`config.mk`:
```
export PLATFORM = sky130hd
export DESIGN_NAME = apb_mem_ctrl
export DESIGN_NICKNAME = d
export VERILOG_FILES = /design/src/rtl/apb_mem_ctrl.sv
export SDC_FILE = /design/constraint.sdc
export NUM_CORES = 1
export LEC_CHECK = 0
export BUFFER_PORTS_ARGS = -buffer_cell sky130_fd_sc_hd__buf_2
export CAP_MARGIN = 40
export CORE_ASPECT_RATIO = 1.4
export CORE_MARGIN = 3
export CORE_UTILIZATION = 39
export DETAILED_ROUTE_END_ITERATION = 10
export PLACE_DENSITY = 0.73
export SLEW_MARGIN = 20
export SYNTH_ARGS = -nofsm -noshare
export SYNTH_HDL_FRONTEND = slang
export SYNTH_SLANG_ARGS = --single-unit
```
`constraint.sdc`:
```
create_clock -name clk -period 1.8 [get_ports clk]
set_clock_uncertainty 0.15 [all_clocks]
set_input_delay 0.09 -clock clk [delete_from_list [all_inputs] [get_ports clk]]
set_output_delay 0.09 -clock clk [all_outputs]
set_load 0.005 [all_outputs]
```
`src/rtl/apb_mem_ctrl.sv`:
```
// apb_mem_ctrl: APB slave front-end for a single-word-per-access SRAM.
//   Converts each APB transfer into at most one single-cycle mem_rd/mem_wr
//   strobe, inserts WAIT_STATES extra access cycles, and reports misaligned
//   or out-of-range accesses through pslverr.
// Ports:
//   clk, rst_n            clock, synchronous active-low reset
//   psel, penable, pwrite APB control
//   paddr, pwdata, pstrb  APB byte address, write data, write strobes
//   prdata, pready,       APB read data / completion / error (valid in DONE)
//   pslverr
//   mem_wr, mem_rd        single-cycle memory strobes
//   mem_be, mem_address,  latched byte enables, word address, write data
//   mem_data_in
//   mem_data_out          combinational read data from memory
module apb_mem_ctrl #(
  parameter int unsigned ADDR_WIDTH  = 32,
  parameter int unsigned DATA_WIDTH  = 32,
  parameter int unsigned MEM_SIZE    = 256,
  parameter int unsigned AW          = $clog2(MEM_SIZE),
  parameter int unsigned WAIT_STATES = 0
) (
  input  logic                  clk,
  input  logic                  rst_n,
  input  logic                  psel,
  input  logic                  penable,
  input  logic                  pwrite,
  input  logic [ADDR_WIDTH-1:0] paddr,
  input  logic [DATA_WIDTH-1:0] pwdata,
  input  logic [3:0]            pstrb,
  output logic [DATA_WIDTH-1:0] prdata,
  output logic                  pready,
  output logic                  pslverr,
  output logic                  mem_wr,
  output logic                  mem_rd,
  output logic [3:0]            mem_be,
  output logic [AW-1:0]         mem_address,
  output logic [DATA_WIDTH-1:0] mem_data_in,
  input  logic [DATA_WIDTH-1:0] mem_data_out
);

  localparam int unsigned CNT_W  = 3;
  localparam int unsigned BE_W   = 4;
  localparam int unsigned WADR_W = ADDR_WIDTH - 2;

  typedef enum logic [1:0] {
    ST_IDLE = 2'd0,
    ST_WAIT = 2'd1,
    ST_DONE = 2'd2
  } state_e;

  state_e                state_q,  state_d;
  logic [CNT_W-1:0]      cnt_q,    cnt_d;
  logic                  pwrite_q, pwrite_d;
  logic [DATA_WIDTH-1:0] wdata_q,  wdata_d;
  logic [BE_W-1:0]       be_q,     be_d;
  logic [AW-1:0]         addr_q,   addr_d;
  logic                  err_q,    err_d;
  logic [DATA_WIDTH-1:0] prdata_q, prdata_d;

  logic setup_c;
  logic access_c;
  logic addr_err_c;

  // Setup phase of a new transfer, only recognised from IDLE
  assign setup_c = (state_q == ST_IDLE) && psel && !penable;

  // The single access cycle: last wait cycle with the master still selecting us
  assign access_c = (state_q == ST_WAIT) && (cnt_q == CNT_W'(0)) && psel;

  // Misaligned byte address or word index beyond the memory depth
  assign addr_err_c = (paddr[1:0] != 2'b00) ||
                      (paddr[ADDR_WIDTH-1:2] >= WADR_W'(MEM_SIZE));

  // State and transfer registers
  always_ff @(posedge clk) begin
    if (!rst_n) begin
      state_q  <= ST_IDLE;
      cnt_q    <= '0;
      pwrite_q <= 1'b0;
      wdata_q  <= '0;
      be_q     <= '0;
      addr_q   <= '0;
      err_q    <= 1'b0;
      prdata_q <= '0;
    end else begin
      state_q  <= state_d;
      cnt_q    <= cnt_d;
      pwrite_q <= pwrite_d;
      wdata_q  <= wdata_d;
      be_q     <= be_d;
      addr_q   <= addr_d;
      err_q    <= err_d;
      prdata_q <= prdata_d;
    end
  end

  // Next-state and register update logic
  always_comb begin
    state_d  = state_q;
    cnt_d    = cnt_q;
    pwrite_d = pwrite_q;
    wdata_d  = wdata_q;
    be_d     = be_q;
    addr_d   = addr_q;
    err_d    = err_q;
    prdata_d = prdata_q;

    unique case (state_q)
      ST_IDLE: begin
        if (setup_c) begin
          pwrite_d = pwrite;
          wdata_d  = pwdata;
          // Reads always enable all lanes; writes use the APB strobes
          be_d     = pwrite ? pstrb : BE_W'(4'hF);
          addr_d   = paddr[AW+1:2];
          err_d    = addr_err_c;
          cnt_d    = CNT_W'(WAIT_STATES);
          state_d  = ST_WAIT;
        end
      end
      ST_WAIT: begin
        if (!psel) begin
          state_d = ST_IDLE;
        end else if (cnt_q != CNT_W'(0)) begin
          cnt_d = cnt_q - CNT_W'(1);
        end else begin
          // Read data is only meaningful for a good read; otherwise return 0
          prdata_d = (!pwrite_q && !err_q) ? mem_data_out : '0;
          state_d  = ST_DONE;
        end
      end
      ST_DONE: begin
        state_d = ST_IDLE;
      end
      default: begin
        state_d = ST_IDLE;
      end
    endcase
  end

  // Memory strobes; a write with no enabled lanes issues no strobe at all
  assign mem_wr = access_c &&  pwrite_q && !err_q && (be_q != BE_W'(0));
  assign mem_rd = access_c && !pwrite_q && !err_q;

  // Memory side address/data/lanes come straight from the latched registers
  assign mem_be      = be_q;
  assign mem_address = addr_q;
  assign mem_data_in = wdata_q;

  // APB response, only driven in DONE
  assign pready  = (state_q == ST_DONE);
  assign pslverr = (state_q == ST_DONE) && err_q;
  assign prdata  = (state_q == ST_DONE) ? prdata_q : '0;

endmodule

```
==> impl_metrics.py, run 1 <==
metrics = {
    "run_status": {
        "status": "finished, violations left",
        "violations": "hold timing",
    },
    "timing": {
        "worst_slack_ns": 0.0796,
        "finalMaxSlewViolations": 0,
        "setup_tns_ns": 0,
        "min_period_ns": 1.72,
        "rsz0062_at_grt": "yes",
        "relSlewSlack": 0.652,
        "fin_hold_ws_ns": -0.0247,
        "worst_pin_slew_ns": 0.522,
        "post-route-period-util": 0.956,
        "max_freq_mhz": 581,
        "hold_viol_final": 1,
        "finalSetupViolCount": 0,
    },
    "synthesis": {
        "yosys.cell_types.count": 29,
        "ys_ff_latch": 83,
        "ys_top_cells_by_area": "dfxtp_1, nand2_1, a22o_1, and2_1, a21oi_1",
        "yosysMostFrequentCell": "nand2_1",
        "synthFlopType": "dfxtp_1",
        "ys_top_cells_by_count": "nand2_1, dfxtp_1, a21oi_1",
        "yosysWarnings": 0,
        "netlist_area_mm2": 0.00325,
        "ys_seq_area_frac": 0.512,
        "yosysTopAreaCellShare": 0.512,
        "yosysTopAreaCell": "dfxtp_1",
        "ys_async_sr_fraction": 0,
        "syn_nets": 466,
        "synth_edf_count": 0,
        "post_synth.cell_area_avg_um2": 9.05,
        "syn_inst": 359,
    },
    "critical_path": {
        "cp-start-kind": "input pin",
        "crit_arrival_ns": 1.78,
        "endpoint_kind": "register",
        "crit_type": "input pin to register",
        "critPathMaxFanout": 12,
        "cp.required_ns": 1.86,
        "reg2reg_depth": 5,
    },
    "finish": {
        "final_nets": 753,
        "design_area_mm2": 0.00564,
        "layout-drive-gt1-share": 0.374,
        "multi_input_area_mm2": 0.00148,
        "final-seq-area_mm2": 0.00167,
        "fillerInstances": 567,
        "area_growth_pct": 73.7,
    },
    "clock_network": {
        "cts_num_sinks": 83,
        "cts_inserted_buffers": 9,
        "ctsRootBufferMaster": "clkbuf_8",
        "cts_tree": "done",
        "htreeDepth": 3,
        "cts.reportedPaths.clkPinSlew_ns": 0.08,
        "clk_latency_ns": 0.34,
        "ctsLongestPathBuffers": 2,
    },
    "hold_path": {
        "hold_path_depth": 4,
        "hp-class": "input pin to register",
    },
    "place": {
        "dp_slack_ns": -0.145,
        "gp_congestion": 0.824,
        "portBuffers": 184,
        "placed_area_mm2": 0.00428,
        "hpwl_um": 6330,
    },
    "route": {
        "initialDrtViolationCount": 160,
        "firstDrtPassIters": 4,
        "vias_per_cell": 5.00,
        "drc": 0,
        "ant_nets": 0,
        "avgRoutedWirePerCell_um": 15.9,
        "vias": 3753,
        "wirelength_um": 12000,
    },
    "power_and_ir_drop": {
        "power_mw": 3.95,
        "leakagePower_nw": 2.62,
        "powerDensity_mw_per_mm2": 701,
        "ir_worst_vdd_v": 0.000486,
    },
    "floorplan": {
        "rows": 38,
        "die-width_um": 83.1,
        "num_io_pins": 185,
        "die_h_um": 114,
        "die-area_mm2": 0.00948,
        "start_util": 0.409,
        "fp.coreArea_mm2": 0.00794,
    },
    "grt": {
        "antenna_found_initial": 0,
        "grt_max_degree": 51,
        "grt_first_pass_wirelength_um": 18400,
        "track_usage": 0.240,
        "overflow": 0,
        "grt_pass1_vias": 3849,
    },
    "flow_run": {
        "drv_cap": 0,
    },
}
## layer usage
metal	track usage	routed length, um	vias to the layer above
li1	-	-	1798
met1	0.253	4490	1758
met5	0	0	-
met3	0.0441	555	36
met2	0.436	6500	161
met4	0.154	414	0
## logic make-up (layout without fill, tap and decap cells)
logic type / count (synthesis) / in the layout / share of synthesized area
AND/OR/NAND/NOR: 162 / 162 / 0.253
flip-flops: 83 / 83 / 0.512
AO/OA/AOI/OAI: 81 / 81 / 0.165
buffers and inverters: 31 / 321 / 0.0620
adder cells (fa/ha/maj): 2 / 2 / 0.00770
other: 0 / 1 / 0
## cells in the final DEF (no fill, tap or decap), types with 2 or more instances in the layout
cell | Yosys | layout
a21oi_1 | 44 | 44
a22o_1 | 32 | 32
and2_1 | 36 | 35
buf_12 | 0 | 4
buf_2 | 5 | 184
buf_4 | 5 | 14
buf_6 | 8 | 2
bufinv_16 | 0 | 2
clkbuf_1 | 9 | 2
clkbuf_16 | 0 | 2
clkbuf_8 | 0 | 9
dfxtp_1 | 83 | 80
dfxtp_2 | 0 | 3
dlygate4sd3_1 | 0 | 96
ha_4 | 0 | 2
inv_2 | 0 | 2
nand2_1 | 84 | 84
nand2b_1 | 3 | 3
nand4_1 | 3 | 3
nor2_1 | 5 | 5
nor3_1 | 6 | 5
nor3b_1 | 6 | 3
nor3b_2 | 0 | 3
nor4_1 | 8 | 6
nor4_2 | 0 | 2
o21ai_0 | 2 | 2
o31ai_2 | 0 | 2
## final timing paths
kind                                      from                            to  slack [ns]
hold reg to reg   mem_data_in[11]$_SDFFE_PN0P_  mem_data_in[11]$_SDFFE_PN0P_        0.30
hold / removal                       paddr[10]            err_q$_SDFFE_PN0P_       -0.02
setup / recovery                          psel        mem_be[2]$_SDFFE_PN0P_        0.08
setup reg to reg       state_q[1]$_SDFFE_PN0P_        mem_be[2]$_SDFFE_PN0P_        0.08
## area by class of cell
type,instances,area share
Tap cell,100,0.0222
Multi-Input combinational cell,245,0.263
Inverter,4,0.00266
Antenna cell,1,0.000444
Clock buffer,11,0.0233
Timing Repair Buffer,303,0.382
Sequential cell,83,0.295
Clock inverter,3,0.0115
## power by group
part	total, mW	switching [mW]	internal [mW]
combinational	0.629	0.264	0.366
clock	1.38	0.617	0.766
sequential	1.94	0.0372	1.90
## worst max-delay path, stage by stage
cell and delay (ns):
dlygate4sd3_1 0.53, buf_2 0.19, or4b_4 0.55, buf_12 0.19, nor3b_1 0.17, nor3_1 0.06
## sequential cells by signal (all words and copies together), names as in the netlist
signal and flops:
mem_address 8, prdata_q 32, err_q 1, mem_be 4, pwrite_q 1, cnt_q 3
mem_data_in 32, state_q 2
## per-stage QoR
step,instances,util
6_report,750,0.711
5_1_grt,749,0.710
4_1_cts,746,0.694
3_5_place_dp,631,0.539
3_3_place_gp,631,0.539
2_1_floorplan,359,-
## timing repair
action / CTS / global route
gates cloned: 0 / 3
endpoints found under the hold margin: 80 / 1
pin swaps: 5 / 2
resized for setup: 9 / 20
endpoints found under the setup margin: 37 / 73
hold buffers: 97 / 1
setup buffers: 4 / 1
No activity file was read; power rests on OpenSTA's default activity.
==> run 2, diff against run 1 <==
Settings changed: BUFFER_PORTS_ARGS -buffer_cell sky130_fd_sc_hd__buf_2 to default, CORE_UTILIZATION 39 to 50, DONT_BUFFER_PORTS from default to 1, PLACE_DENSITY 0.73 to 0.66, RECOVER_POWER from default to 50.
Clock period 1.8 ns to 1.52 ns, I/O delays scaled along.
==> run 2 against run 1 <==
The run now fails in clock tree synthesis (4_1_cts). Synthesized cell count stayed put. Area after synthesis did not move.
==> impl_metrics.py, run 2 <==
metrics = {
    "synthesis": {
        "yosysWarnings": 0,
        "synth_edf_count": 0,
        "ys_ff_latch": 83,
        "synthFlopType": "dfxtp_1",
        "ys_top_cells_by_area": "dfxtp_1, nand2_1, a22o_1, and2_1, a21oi_1",
        "yosysMostFrequentCell": "nand2_1",
        "ys_seq_area_frac": 0.512,
        "post_synth.cell_area_avg_um2": 9.05,
        "yosysTopAreaCell": "dfxtp_1",
        "netlist_area_mm2": 0.00325,
        "yosysTopAreaCellShare": 0.512,
        "ys_async_sr_fraction": 0,
        "syn_inst": 359,
        "ys_top_cells_by_count": "nand2_1, dfxtp_1, a21oi_1",
        "syn_nets": 466,
        "yosys.cell_types.count": 29,
    },
    "place": {
        "hpwl_um": 5280,
        "dp_cells": 421,
        "portBuffers": 0,
        "placed_area_mm2": 0.00340,
        "gp_congestion": 0.767,
    },
    "floorplan": {
        "rows": 34,
        "die_h_um": 101,
        "num_io_pins": 185,
        "die-width_um": 74.1,
        "start_util": 0.519,
    },
    "clock_network": {
        "holdBufCountCts": 101,
        "cts_num_sinks": 83,
        "post-cts-setup-buffers": 6,
        "ctsRootBufferMaster": "clkbuf_8",
        "htreeDepth": 3,
        "ctsLongestPathBuffers": 2,
        "cts_inserted_buffers": 9,
        "cts_resized": 37,
    },
    "run_status": {
        "status": "aborted with a tool error",
        "stop_stage": "clock tree synthesis (4_1_cts)",
        "firstError": "[ERROR RSZ-0060] Max buffer count reached.",
    },
}
## run 2: cell counts after synthesis
No cell type changed its count.
## run 2: cell families after synthesis
logic type / after synthesis / synth area share
and+or+nand+nor: 162 / 0.253
DFF: 83 / 0.512
AOI/OAI and AO/OA: 81 / 0.165
buffers and inverters: 31 / 0.0620
adders and majority gates: 2 / 0.00770
## run 2: per-stage QoR
step           worst slack [ns]  hold slack (ns)
2_1_floorplan           -0.0529           0.0586
3_3_place_gp            -0.0461           0.0590
3_5_place_dp            -0.0952           0.0616
==> run 3, diff against run 2 <==
Settings changed: CORE_ASPECT_RATIO 1.4 to default, CORE_UTILIZATION 50 to 35, PLACE_DENSITY 0.66 to default, PLACE_DENSITY_LB_ADDON from default to 0.15.
Clock period 1.52 ns to 1.98 ns, I/O delays scaled along.
==> run 3 against run 2 <==
The run now ends clean.
==> impl_metrics.py, run 3 (same netlist as run 1, synthesis figures left out) <==
metrics = {
    "route": {
        "initialDrtViolationCount": 103,
        "avgRoutedWirePerCell_um": 16.5,
        "wirelength_um": 9180,
        "vias": 2857,
        "drc": 0,
        "vias_per_cell": 5.13,
        "ant_nets": 0,
        "firstDrtPassIters": 6,
    },
    "critical_path": {
        "crit_arrival_ns": 1.58,
        "endpoint_kind": "output pin",
        "crit_slowest_cell": "nor3_1",
        "setup.worst_path.start": "cnt_q[0]$_SDFFE_PN0P_",
        "rr_endpoint": "prdata_q[14]$_SDFFE_PN0P_",
        "reg2reg_depth": 7,
        "crit_type": "register to output pin",
        "r2r_setup_slack_ns": 0.18,
        "r2r-start": "cnt_q[0]$_SDFFE_PN0P_",
        "cp-start-kind": "register",
        "critPathMaxFanout": 7,
        "slowest_delay_ns": 0.34,
        "cp_common_cell": "ha_1",
        "cp.required_ns": 1.73,
        "crit_chain": "inv_1, ha_1, ha_1, nand3_1, nor3_1",
    },
    "floorplan": {
        "start_util": 0.367,
        "num_io_pins": 185,
        "die-width_um": 102,
        "rows": 34,
        "fp.coreArea_mm2": 0.00885,
        "die-area_mm2": 0.0105,
        "die_h_um": 102,
    },
    "finish": {
        "layout-drive-gt1-share": 0.0646,
        "area_growth_pct": 36.6,
        "postLayoutCoreUtil": 0.501,
        "num_antenna_cells": 0,
        "final_nets": 552,
        "final_cell_mix": "dlygate4sd3_1, nand2_1, dfxtp_1",
        "stdcell_count": 557,
        "design_area_mm2": 0.00444,
        "final_common_cell": "dlygate4sd3_1",
    },
    "clock_network": {
        "cts_tree": "done",
        "cts_inserted_buffers": 9,
        "ctsRootBufferMaster": "clkbuf_8",
        "htreeDepth": 3,
        "cts_num_sinks": 83,
        "cts.reportedPaths.clkPinSlew_ns": 0.08,
        "clk_latency_ns": 0.33,
        "ctsLongestPathBuffers": 2,
        "post-cts-setup-buffers": 0,
    },
    "timing": {
        "finalMaxSlewViolations": 0,
        "hold_viol_final": 0,
        "post-route-period-util": 0.924,
        "rsz0062_at_grt": "no",
        "relSlewSlack": 0.644,
        "max_freq_mhz": 547,
        "worst_pin_slew_ns": 0.534,
        "finalSetupViolCount": 0,
        "min_period_ns": 1.83,
        "setup_tns_ns": 0,
    },
    "grt": {
        "track_usage": 0.170,
        "grt_pass1_vias": 2925,
        "overflow": 0,
        "grt_max_degree": 51,
        "antenna_found_initial": 0,
        "grt_first_pass_wirelength_um": 13900,
    },
    "flow_run": {
        "drv_cap": 0,
    },
    "hold_path": {
        "hp-class": "input pin to register",
        "hold_path_startpoint": "rst_n",
        "min_to": "prdata_q[5]$_SDFFE_PN0P_",
        "hold_path_depth": 3,
    },
    "place": {
        "placed_area_mm2": 0.00331,
        "dp_cells": 450,
        "gp_congestion": 0.712,
        "hpwl_um": 5310,
        "portBuffers": 0,
    },
    "power_and_ir_drop": {
        "leakagePower_nw": 1.67,
        "powerDensity_mw_per_mm2": 775,
        "power_mw": 3.44,
        "ir_worst_vdd_v": 0.000340,
    },
    "run_status": {
        "status": "complete, no violations",
    },
}
[run 3: how the worst max path moves through the flow]
stage,slack [ns],depth (start not counted),end
2_1_floorplan,0.28,8,prdata_q[10]$_SDFFE_PN0P_
3_3_place_gp,0.21,7,prdata_q[30]$_SDFFE_PN0P_
3_5_place_dp,0.16,7,prdata_q[23]$_SDFFE_PN0P_
4_1_cts,0.07,5,mem_rd
5_1_grt,0.05,5,mem_wr
6_report,0.15,5,mem_wr
[run 3: cell type report]
class	count	area [um2]
inverters	4	15.0
fillers	774	4410
clock buffers	10	138
flip-flops and latches	83	1660
well taps	108	135
multi-input cells	245	1390
repair buffers	102	1020
clock inverters	5	77.6
[run 3: per-layer routing]
layer	up-vias	wire [um]	GRT usage
li1	1391	-	-
met1	1306	3770	0.194
met2	141	4460	0.293
met3	19	781	0.0519
met4	0	174	0.0727
met5	-	0	0
[run 3: stage by stage]
step	setup slack (ns)	hold slack, ns
floorplan	0.281	0.0816
global placement	0.213	0.0819
detailed placement	0.163	0.0847
CTS	0.0729	0.126
global route	0.0520	0.140
finish	0.151	0.155
[run 3: power by group]
| group | leakage (nW) | internal [mW] | switching, mW |
|---|---|---|---|
| clock network | 0.108 | 0.734 | 0.579 |
| registers | 0.675 | 1.73 | 0.0455 |
| logic | 0.883 | 0.193 | 0.156 |
[run 3: timing repair]
action / 4_1_cts / 5_1_grt
endpoints found under the setup margin: 0 / 9
hold endpoints to repair: 83 / 0
gates resized for setup: 0 / 2
hold buffers: 92 / 0
[run 3: critical path, delay by kind of cell (launching register included)]
kind / cells / cell delay [ns]
and+or+nand+nor: 2 / 0.44
adders and majority gates: 2 / 0.40
DFF: 1 / 0.33
buffers and inverters: 1 / 0.06
